==> src/rtl/alu_issue_ctrl_pkg.sv <==
// Shared definitions for the execute-stage issue controller: micro-op codes,
// ALU one-hot bit positions and the sequencer state encoding.
package alu_issue_ctrl_pkg;

    localparam int XLEN        = 64;
    localparam int UOP_W       = 5;
    localparam int NUM_ALU_OPS = 12;

    localparam logic [4:0] UOP_ADD   = 5'd0;
    localparam logic [4:0] UOP_SUB   = 5'd1;
    localparam logic [4:0] UOP_SLT   = 5'd2;
    localparam logic [4:0] UOP_SLTU  = 5'd3;
    localparam logic [4:0] UOP_AND   = 5'd4;
    localparam logic [4:0] UOP_OR    = 5'd5;
    localparam logic [4:0] UOP_XOR   = 5'd6;
    localparam logic [4:0] UOP_SLL   = 5'd7;
    localparam logic [4:0] UOP_SRL   = 5'd8;
    localparam logic [4:0] UOP_SRA   = 5'd9;
    localparam logic [4:0] UOP_LUI   = 5'd10;
    localparam logic [4:0] UOP_JAL   = 5'd11;
    localparam logic [4:0] UOP_DIV   = 5'd12;
    localparam logic [4:0] UOP_DIVU  = 5'd13;
    localparam logic [4:0] UOP_REM   = 5'd14;
    localparam logic [4:0] UOP_REMU  = 5'd15;
    localparam logic [4:0] UOP_STORE = 5'd16;

    // Bit positions inside the ALU one-hot op vector
    localparam int ALU_ADD = 0;
    localparam int ALU_SUB = 1;
    localparam int ALU_JAL = 11;

    typedef enum logic [2:0] {
        ST_IDLE     = 3'd0,
        ST_EXEC     = 3'd1,
        ST_DIV_INIT = 3'd2,
        ST_DIV_LOOP = 3'd3,
        ST_DIV_FIX  = 3'd4,
        ST_DONE     = 3'd5
    } state_t;

    function automatic logic [NUM_ALU_OPS-1:0] uop_onehot(input logic [4:0] uop);
        logic [NUM_ALU_OPS-1:0] oh;
        oh = '0;
        if (uop <= UOP_JAL) begin
            oh = NUM_ALU_OPS'(1) << uop;
        end
        return oh;
    endfunction

endpackage

==> src/rtl/alu_div_core.sv <==
// Iterative restoring divider on unsigned magnitudes: one quotient bit per cycle,
// 64 steps (32 in word mode). last_o is high during the final step.
module alu_div_core
    import alu_issue_ctrl_pkg::*;
(
    input  logic            clk,
    input  logic            rst,
    input  logic            start_i,
    input  logic            kill_i,
    input  logic            word_i,
    input  logic [XLEN-1:0] dividend_i,
    input  logic [XLEN-1:0] divisor_i,
    output logic            last_o,
    output logic [XLEN-1:0] quot_o,
    output logic [XLEN-1:0] rem_o
);

    logic [XLEN-1:0] rem_q;
    logic [XLEN-1:0] quot_q;
    logic [XLEN-1:0] dvs_q;
    logic [6:0]      cnt_q;
    logic            run_q;
    logic            word_q;
    logic [XLEN:0]   trial;
    logic [6:0]      last_cnt;

    // Partial remainder is always below the divisor, so the shifted trial fits in XLEN+1 bits
    assign trial    = {rem_q, quot_q[XLEN-1]} - {1'b0, dvs_q};
    assign last_cnt = word_q ? 7'd31 : 7'd63;
    assign last_o   = run_q && (cnt_q == last_cnt);
    assign quot_o   = quot_q;
    assign rem_o    = rem_q;

    always_ff @(posedge clk) begin
        if (rst) begin
            rem_q  <= '0;
            quot_q <= '0;
            dvs_q  <= '0;
            cnt_q  <= '0;
            run_q  <= 1'b0;
            word_q <= 1'b0;
        end else if (kill_i) begin
            run_q <= 1'b0;
        end else if (start_i) begin
            rem_q  <= '0;
            // Word mode left-aligns the 32-bit dividend so the same shift path applies
            quot_q <= word_i ? {dividend_i[31:0], 32'b0} : dividend_i;
            dvs_q  <= divisor_i;
            cnt_q  <= '0;
            run_q  <= 1'b1;
            word_q <= word_i;
        end else if (run_q) begin
            if (!trial[XLEN]) begin
                rem_q  <= trial[XLEN-1:0];
                quot_q <= {quot_q[XLEN-2:0], 1'b1};
            end else begin
                rem_q  <= {rem_q[XLEN-2:0], quot_q[XLEN-1]};
                quot_q <= {quot_q[XLEN-2:0], 1'b0};
            end
            cnt_q <= cnt_q + 7'd1;
            if (last_o) begin
                run_q <= 1'b0;
            end
        end
    end

endmodule

==> src/rtl/alu_issue_ctrl.sv <==
// Execute-stage sequencer: drives the integer ALU for single-cycle ops and runs
// the iterative divider with RISC-V corner-case handling; result held until out_ready.
module alu_issue_ctrl #(
    parameter int XLEN  = 64,
    parameter int UOP_W = 5
) (
    input  logic             clk,
    input  logic             rst,
    input  logic             flush,
    input  logic             in_valid,
    output logic             in_ready,
    input  logic [UOP_W-1:0] in_uop,
    input  logic             in_w,
    input  logic [2:0]       in_bhwd,
    input  logic [XLEN-1:0]  in_src1,
    input  logic [XLEN-1:0]  in_src2,
    input  logic [XLEN-1:0]  in_imm,
    output logic [11:0]      alu_op,
    output logic [2:0]       alu_s_bhwd,
    output logic             alu_s_check,
    output logic             alu_w_check,
    output logic [XLEN-1:0]  alu_src1,
    output logic [XLEN-1:0]  alu_src2,
    output logic [XLEN-1:0]  alu_imm,
    input  logic [XLEN-1:0]  alu_data_rd,
    input  logic [XLEN-1:0]  alu_src2_out,
    output logic             out_valid,
    input  logic             out_ready,
    output logic [XLEN-1:0]  out_result,
    output logic [XLEN-1:0]  out_sdata,
    output logic             busy
);
    import alu_issue_ctrl_pkg::*;

    state_t           state_q;
    logic [UOP_W-1:0] uop_q;
    logic             w_q;
    logic             neg_q_q;
    logic             neg_r_q;
    logic             corner_q;
    logic [XLEN-1:0]  cq_q;
    logic [XLEN-1:0]  cr_q;

    logic             div_signed;
    logic             div_is_rem;
    logic [XLEN-1:0]  a_ext_d;
    logic [XLEN-1:0]  b_ext_d;
    logic [XLEN-1:0]  mag_a_d;
    logic [XLEN-1:0]  mag_b_d;
    logic [XLEN-1:0]  min_neg_d;
    logic             neg_a_d;
    logic             neg_b_d;
    logic             div_zero_d;
    logic             div_ovf_d;
    logic             div_start;
    logic             div_last;
    logic [XLEN-1:0]  div_quot;
    logic [XLEN-1:0]  div_rem;
    logic [XLEN-1:0]  fix_q_d;
    logic [XLEN-1:0]  fix_r_d;
    logic [XLEN-1:0]  fix_sel_d;
    logic [XLEN-1:0]  fix_res_d;

    assign in_ready   = (state_q == ST_IDLE);
    assign busy       = (state_q != ST_IDLE);
    assign div_signed = (uop_q == UOP_DIV) || (uop_q == UOP_REM);
    assign div_is_rem = (uop_q == UOP_REM) || (uop_q == UOP_REMU);

    // Operand formation works on the latched ALU operand copies, which are frozen until IDLE
    always_comb begin
        a_ext_d = alu_src1;
        b_ext_d = alu_src2;
        if (w_q) begin
            a_ext_d = div_signed ? {{(XLEN-32){alu_src1[31]}}, alu_src1[31:0]}
                                 : {{(XLEN-32){1'b0}}, alu_src1[31:0]};
            b_ext_d = div_signed ? {{(XLEN-32){alu_src2[31]}}, alu_src2[31:0]}
                                 : {{(XLEN-32){1'b0}}, alu_src2[31:0]};
        end
        neg_a_d    = div_signed & a_ext_d[XLEN-1];
        neg_b_d    = div_signed & b_ext_d[XLEN-1];
        mag_a_d    = neg_a_d ? -a_ext_d : a_ext_d;
        mag_b_d    = neg_b_d ? -b_ext_d : b_ext_d;
        min_neg_d  = w_q ? {{(XLEN-31){1'b1}}, 31'b0} : {1'b1, {(XLEN-1){1'b0}}};
        div_zero_d = (b_ext_d == '0);
        div_ovf_d  = div_signed && (a_ext_d == min_neg_d) && (&b_ext_d);
    end

    assign div_start = (state_q == ST_DIV_INIT) && !div_zero_d && !div_ovf_d && !flush;

    alu_div_core u_div (
        .clk        (clk),
        .rst        (rst),
        .start_i    (div_start),
        .kill_i     (flush),
        .word_i     (w_q),
        .dividend_i (mag_a_d),
        .divisor_i  (mag_b_d),
        .last_o     (div_last),
        .quot_o     (div_quot),
        .rem_o      (div_rem)
    );

    // Corner cases bypass sign fix-up: their values are already architecturally final
    always_comb begin
        fix_q_d = neg_q_q ? -div_quot : div_quot;
        fix_r_d = neg_r_q ? -div_rem  : div_rem;
        if (corner_q) begin
            fix_q_d = cq_q;
            fix_r_d = cr_q;
        end
        fix_sel_d = div_is_rem ? fix_r_d : fix_q_d;
        fix_res_d = w_q ? {{(XLEN-32){fix_sel_d[31]}}, fix_sel_d[31:0]} : fix_sel_d;
    end

    always_ff @(posedge clk) begin
        if (rst) begin
            state_q     <= ST_IDLE;
            uop_q       <= '0;
            w_q         <= 1'b0;
            neg_q_q     <= 1'b0;
            neg_r_q     <= 1'b0;
            corner_q    <= 1'b0;
            cq_q        <= '0;
            cr_q        <= '0;
            alu_op      <= '0;
            alu_s_bhwd  <= '0;
            alu_s_check <= 1'b0;
            alu_w_check <= 1'b0;
            alu_src1    <= '0;
            alu_src2    <= '0;
            alu_imm     <= '0;
            out_valid   <= 1'b0;
            out_result  <= '0;
            out_sdata   <= '0;
        end else if (flush) begin
            state_q     <= ST_IDLE;
            alu_op      <= '0;
            alu_s_bhwd  <= '0;
            alu_s_check <= 1'b0;
            alu_w_check <= 1'b0;
            out_valid   <= 1'b0;
        end else begin
            case (state_q)
                ST_IDLE: begin
                    if (in_valid) begin
                        uop_q    <= in_uop;
                        w_q      <= in_w;
                        alu_src1 <= in_src1;
                        alu_src2 <= in_src2;
                        alu_imm  <= in_imm;
                        if (in_uop <= UOP_JAL || in_uop == UOP_STORE) begin
                            state_q     <= ST_EXEC;
                            alu_op      <= (in_uop == UOP_STORE) ? 12'(1) << ALU_ADD
                                                                 : uop_onehot(in_uop);
                            alu_s_check <= (in_uop == UOP_STORE);
                            alu_s_bhwd  <= (in_uop == UOP_STORE) ? in_bhwd : 3'b000;
                            alu_w_check <= in_w;
                        end else if (in_uop <= UOP_REMU) begin
                            state_q <= ST_DIV_INIT;
                        end else begin
                            state_q    <= ST_DONE;
                            out_result <= '0;
                            out_sdata  <= '0;
                            out_valid  <= 1'b1;
                        end
                    end
                end
                ST_EXEC: begin
                    out_result  <= alu_data_rd;
                    out_sdata   <= alu_src2_out;
                    out_valid   <= 1'b1;
                    alu_op      <= '0;
                    alu_s_bhwd  <= '0;
                    alu_s_check <= 1'b0;
                    alu_w_check <= 1'b0;
                    state_q     <= ST_DONE;
                end
                ST_DIV_INIT: begin
                    neg_q_q <= neg_a_d ^ neg_b_d;
                    neg_r_q <= neg_a_d;
                    if (div_zero_d) begin
                        corner_q <= 1'b1;
                        cq_q     <= '1;
                        cr_q     <= a_ext_d;
                        state_q  <= ST_DIV_FIX;
                    end else if (div_ovf_d) begin
                        corner_q <= 1'b1;
                        cq_q     <= a_ext_d;
                        cr_q     <= '0;
                        state_q  <= ST_DIV_FIX;
                    end else begin
                        corner_q <= 1'b0;
                        state_q  <= ST_DIV_LOOP;
                    end
                end
                ST_DIV_LOOP: begin
                    if (div_last) begin
                        state_q <= ST_DIV_FIX;
                    end
                end
                ST_DIV_FIX: begin
                    out_result <= fix_res_d;
                    out_sdata  <= '0;
                    out_valid  <= 1'b1;
                    state_q    <= ST_DONE;
                end
                ST_DONE: begin
                    if (out_ready) begin
                        out_valid <= 1'b0;
                        state_q   <= ST_IDLE;
                    end
                end
                default: begin
                    state_q <= ST_IDLE;
                end
            endcase
        end
    end

endmodule

==> config.mk <==
export PLATFORM = sky130hd
export DESIGN_NAME = alu_issue_ctrl
export DESIGN_NICKNAME = d
export VERILOG_FILES = /design/src/rtl/alu_issue_ctrl_pkg.sv /design/src/rtl/alu_div_core.sv /design/src/rtl/alu_issue_ctrl.sv
export SDC_FILE = /design/constraint.sdc
export NUM_CORES = 2
export LEC_CHECK = 0
export CORE_UTILIZATION = 55
export CTS_CLUSTER_SIZE = 28
export DETAILED_ROUTE_END_ITERATION = 10
export GPL_TIMING_DRIVEN = 0
export PLACE_DENSITY = 0.83
export SYNTH_ARGS = -nofsm -noshare
export SYNTH_HDL_FRONTEND = slang
export SYNTH_SLANG_ARGS = --single-unit
export TNS_END_PERCENT = 1
==> constraint.sdc <==
create_clock -name clk -period 8.8 [get_ports clk]
set_input_delay 1.32 -clock clk [delete_from_list [all_inputs] [get_ports clk]]
set_output_delay 1.32 -clock clk [all_outputs]
set_load 0.05 [all_outputs]
==> impl_metrics.ini <==
[yosys]
syn_inst = 4963
yosysMostFrequentCell = nand2_1
postSynth.asyncResetShare = 0
ys_types = 87
ys_ff_latch = 679
synth_top_cell_by_area = dfxtp_1
synthTopCellsByCount = nand2_1, dfxtp_1, a21oi_1
avgSynthCellArea_um2 = 7.57
mappedNetlistNets = 5368
synth_ff_type = dfxtp_1
ys_warn_count = 0
ys_seq_area_frac = 0.362
synth_top_area_frac = 0.362
synth.area.top_cells = dfxtp_1, nand2_1, a21oi_1
netlist_area_um2 = 37600
synth_edf_count = 0

[die]
core_area_um2 = 67400
dieArea_um2 = 69400
fp.dieW_um = 263
fp.dieH_um = 263
io_pins = 674
initial_core_util = 0.558
fp-row-count = 95

[place]
dp_hpwl_um = 140000
routabilityCongestion = 1.09
dp_slack_ns = 2.11
io_buffers = 670

[finish]
area_growth_pct = 28.0
nNetsFinal = 6117
num-fill-cells = 5373
drive_gt1_frac = 0.0377

[timing]
fin_crit_sh = 0.859
fin_skew_ns = 0.0430
layout_setup_ws_ns = 1.24
min_period_ns = 7.56
tightest_slew_ns = 1.47
rsz0062_at_grt = false
slew_violations = 0
setup_viol = 0
max_freq_ghz = 0.132
tns_ns = 0
hold_viol = 0
slew_headroom = 0.0210

[pwr]
p_leak_nw = 18.0
ir_worst_vdd_uv = 151
power_density_nw_per_um2 = 170

[worst_setup_path]
crit_required_ns = 9.38
crit_path_end_kind = flop
crit_type = reg2reg
crit_start = w_q$_SDFFE_PP0P_
reg2reg_from = w_q$_SDFFE_PP0P_
startpoint_type = flop
cp_max_fo = 11
cp.arrival_ns = 8.13

[global_routing]
grtUsageMet1 = 0.618
grt_overflow_total = 0
grt_pass1_wl_um = 257000
grt_use_met2 = 0.718
grt_use_met3 = 0.147
antenna_found_initial = 9
grtUsageTotal = 0.491
grt_max_degree = 15
grt_pass1_vias = 40100
top_usage_layer = met2

[route]
drt_first_pass_iters = 10
wl_per_cell_um = 26.8
wirelength_um = 179000
drc = 0
drtIter0Drc = 6698
detail-route-antenna-nets = 0
vias = 43800
viasPerCell = 6.58

[clock_network]
hold_buffers = 0
clkLatencyLatePin_ns = 0.67
cts.repair.resized = 0
htreeDepth = 3
cts_tree = built
cts_buffers = 76
cts.sinks = 679
cts.clk_slew.worst_paths_ns = 0.06
post-cts-setup-buffer-count = 0
cts_root_buf = clkbuf_16
clk_path_buf_depth = 3

[min_path]
min-delay-start = out_sdata[7]$_SDFFE_PP0P_
hold_class = reg2reg

[outcome]
outcome = finished, final reports clean

[run]
cap_viol_max_count = 0
## sequential cells by signal (all words and copies together), names as in the netlist, 3 cells and up
signal        flops
u_div.quot_o     64
alu_op           12
alu_src1         64
alu_src2         64
out_sdata        64
alu_imm          64
out_result       64
u_div.cnt_q       7
uop_q             5
cr_q             64
u_div.dvs_q      64
state_q           3
alu_s_bhwd        3
u_div.rem_o      64
cq_q             64
## layout by cell type (no fill, tap or decap), types with 22 or more instances in the layout
| cell type | n |
|---|---|
| clkdlybuf4s50_1 | 670 |
| a32oi_1 | 23 |
| nand4_1 | 59 |
| o41ai_1 | 33 |
| clkbuf_1 | 359 |
| a21oi_1 | 575 |
| nor3_1 | 122 |
| or4_1 | 37 |
| inv_1 | 105 |
| nand2_1 | 930 |
| xnor2_1 | 156 |
| nand2b_1 | 24 |
| clkbuf_8 | 22 |
| a222oi_1 | 40 |
| nor2_1 | 365 |
| o21a_1 | 75 |
| nand3_1 | 157 |
| nor4_1 | 54 |
| a221oi_1 | 42 |
| o21ai_1 | 58 |
| a21o_1 | 50 |
| clkbuf_16 | 76 |
| buf_1 | 26 |
| a31oi_1 | 27 |
| dfxtp_1 | 679 |
| o31ai_1 | 68 |
| ha_1 | 70 |
| o21ai_0 | 178 |
| a22oi_1 | 45 |
| xor2_1 | 125 |
| mux2i_1 | 70 |
| o211ai_1 | 23 |
| or3_1 | 31 |
| a211oi_1 | 81 |
## metrics by stage
step	util	hold slack, ns	instance area (um^2)	total power, mW	instances
4_1_cts	0.713	0.451	48100	8.09	6649
3_5_place_dp	0.674	0.442	45400	4.77	6507
2_1_floorplan	-	0.429	37600	4.16	4963
6_report	0.714	0.451	48100	8.16	6658
3_3_place_gp	0.673	0.438	45400	4.75	6506
5_1_grt	0.714	0.464	48100	8.34	6655
## layout make-up
cell class                 instances  area [um^2]  area share
timing repair buffer             671         6720       0.140
buffer                           404         1580      0.0328
clock inverter                    35          447     0.00929
sequential                       679        13600       0.283
antenna                            9         22.5    0.000468
inverter                         106          398     0.00827
multi-input combinational       3774        22000       0.458
tap                              873         1090      0.0227
clock buffer                     107         2240      0.0465
## metal layers
metal | up-vias | wire (um)
met4 | 0 | 14500
met2 | 3418 | 73600
met5 | - | 0
met3 | 700 | 24200
met1 | 20500 | 66200
li1 | 19200 | -
## power by group
part / leakage, nW / internal (mW) / total [mW] / switching (mW)
Combinational: 11.2 / 0.531 / 1.51 / 0.981
Sequential: 5.50 / 3.15 / 3.26 / 0.105
Clock: 1.31 / 1.95 / 3.40 / 1.44
Total: 18.0 / 5.64 / 8.16 / 2.53
## logic make-up after synthesis
kind of cell,after synthesis,share of synthesized area
mux,85,0.0273
buf+inv,510,0.0525
fa+ha+maj,71,0.0238
simple gates,1909,0.229
compound gates,1428,0.240
flops,679,0.362
xor+xnor,281,0.0655
## worst max-delay path, stage by stage (launching register included)
cell and delay (ns):
dfxtp_1 0.31, clkbuf_1 0.63, clkbuf_1 0.65, clkbuf_1 0.57, clkbuf_1 0.68, clkbuf_1 1.06
clkbuf_1 1.15, clkbuf_1 0.84, buf_1 0.69, nand2_1 0.22, o21ai_0 0.31, a222oi_1 0.20
nor2_1 0.13
## final timing paths
check                                                      to  slack [ns]  cells past startpoint
worst max register to register  u_div.quot_o[41]$_SDFFE_PP0P_        1.24                     12
worst min-delay path                out_sdata[7]$_SDFFE_PP0P_        0.45                      2
worst min register to register      out_sdata[7]$_SDFFE_PP0P_        0.45                      2
worst max-delay path            u_div.quot_o[41]$_SDFFE_PP0P_        1.24                     12
(Power assumes the default switching activity.)
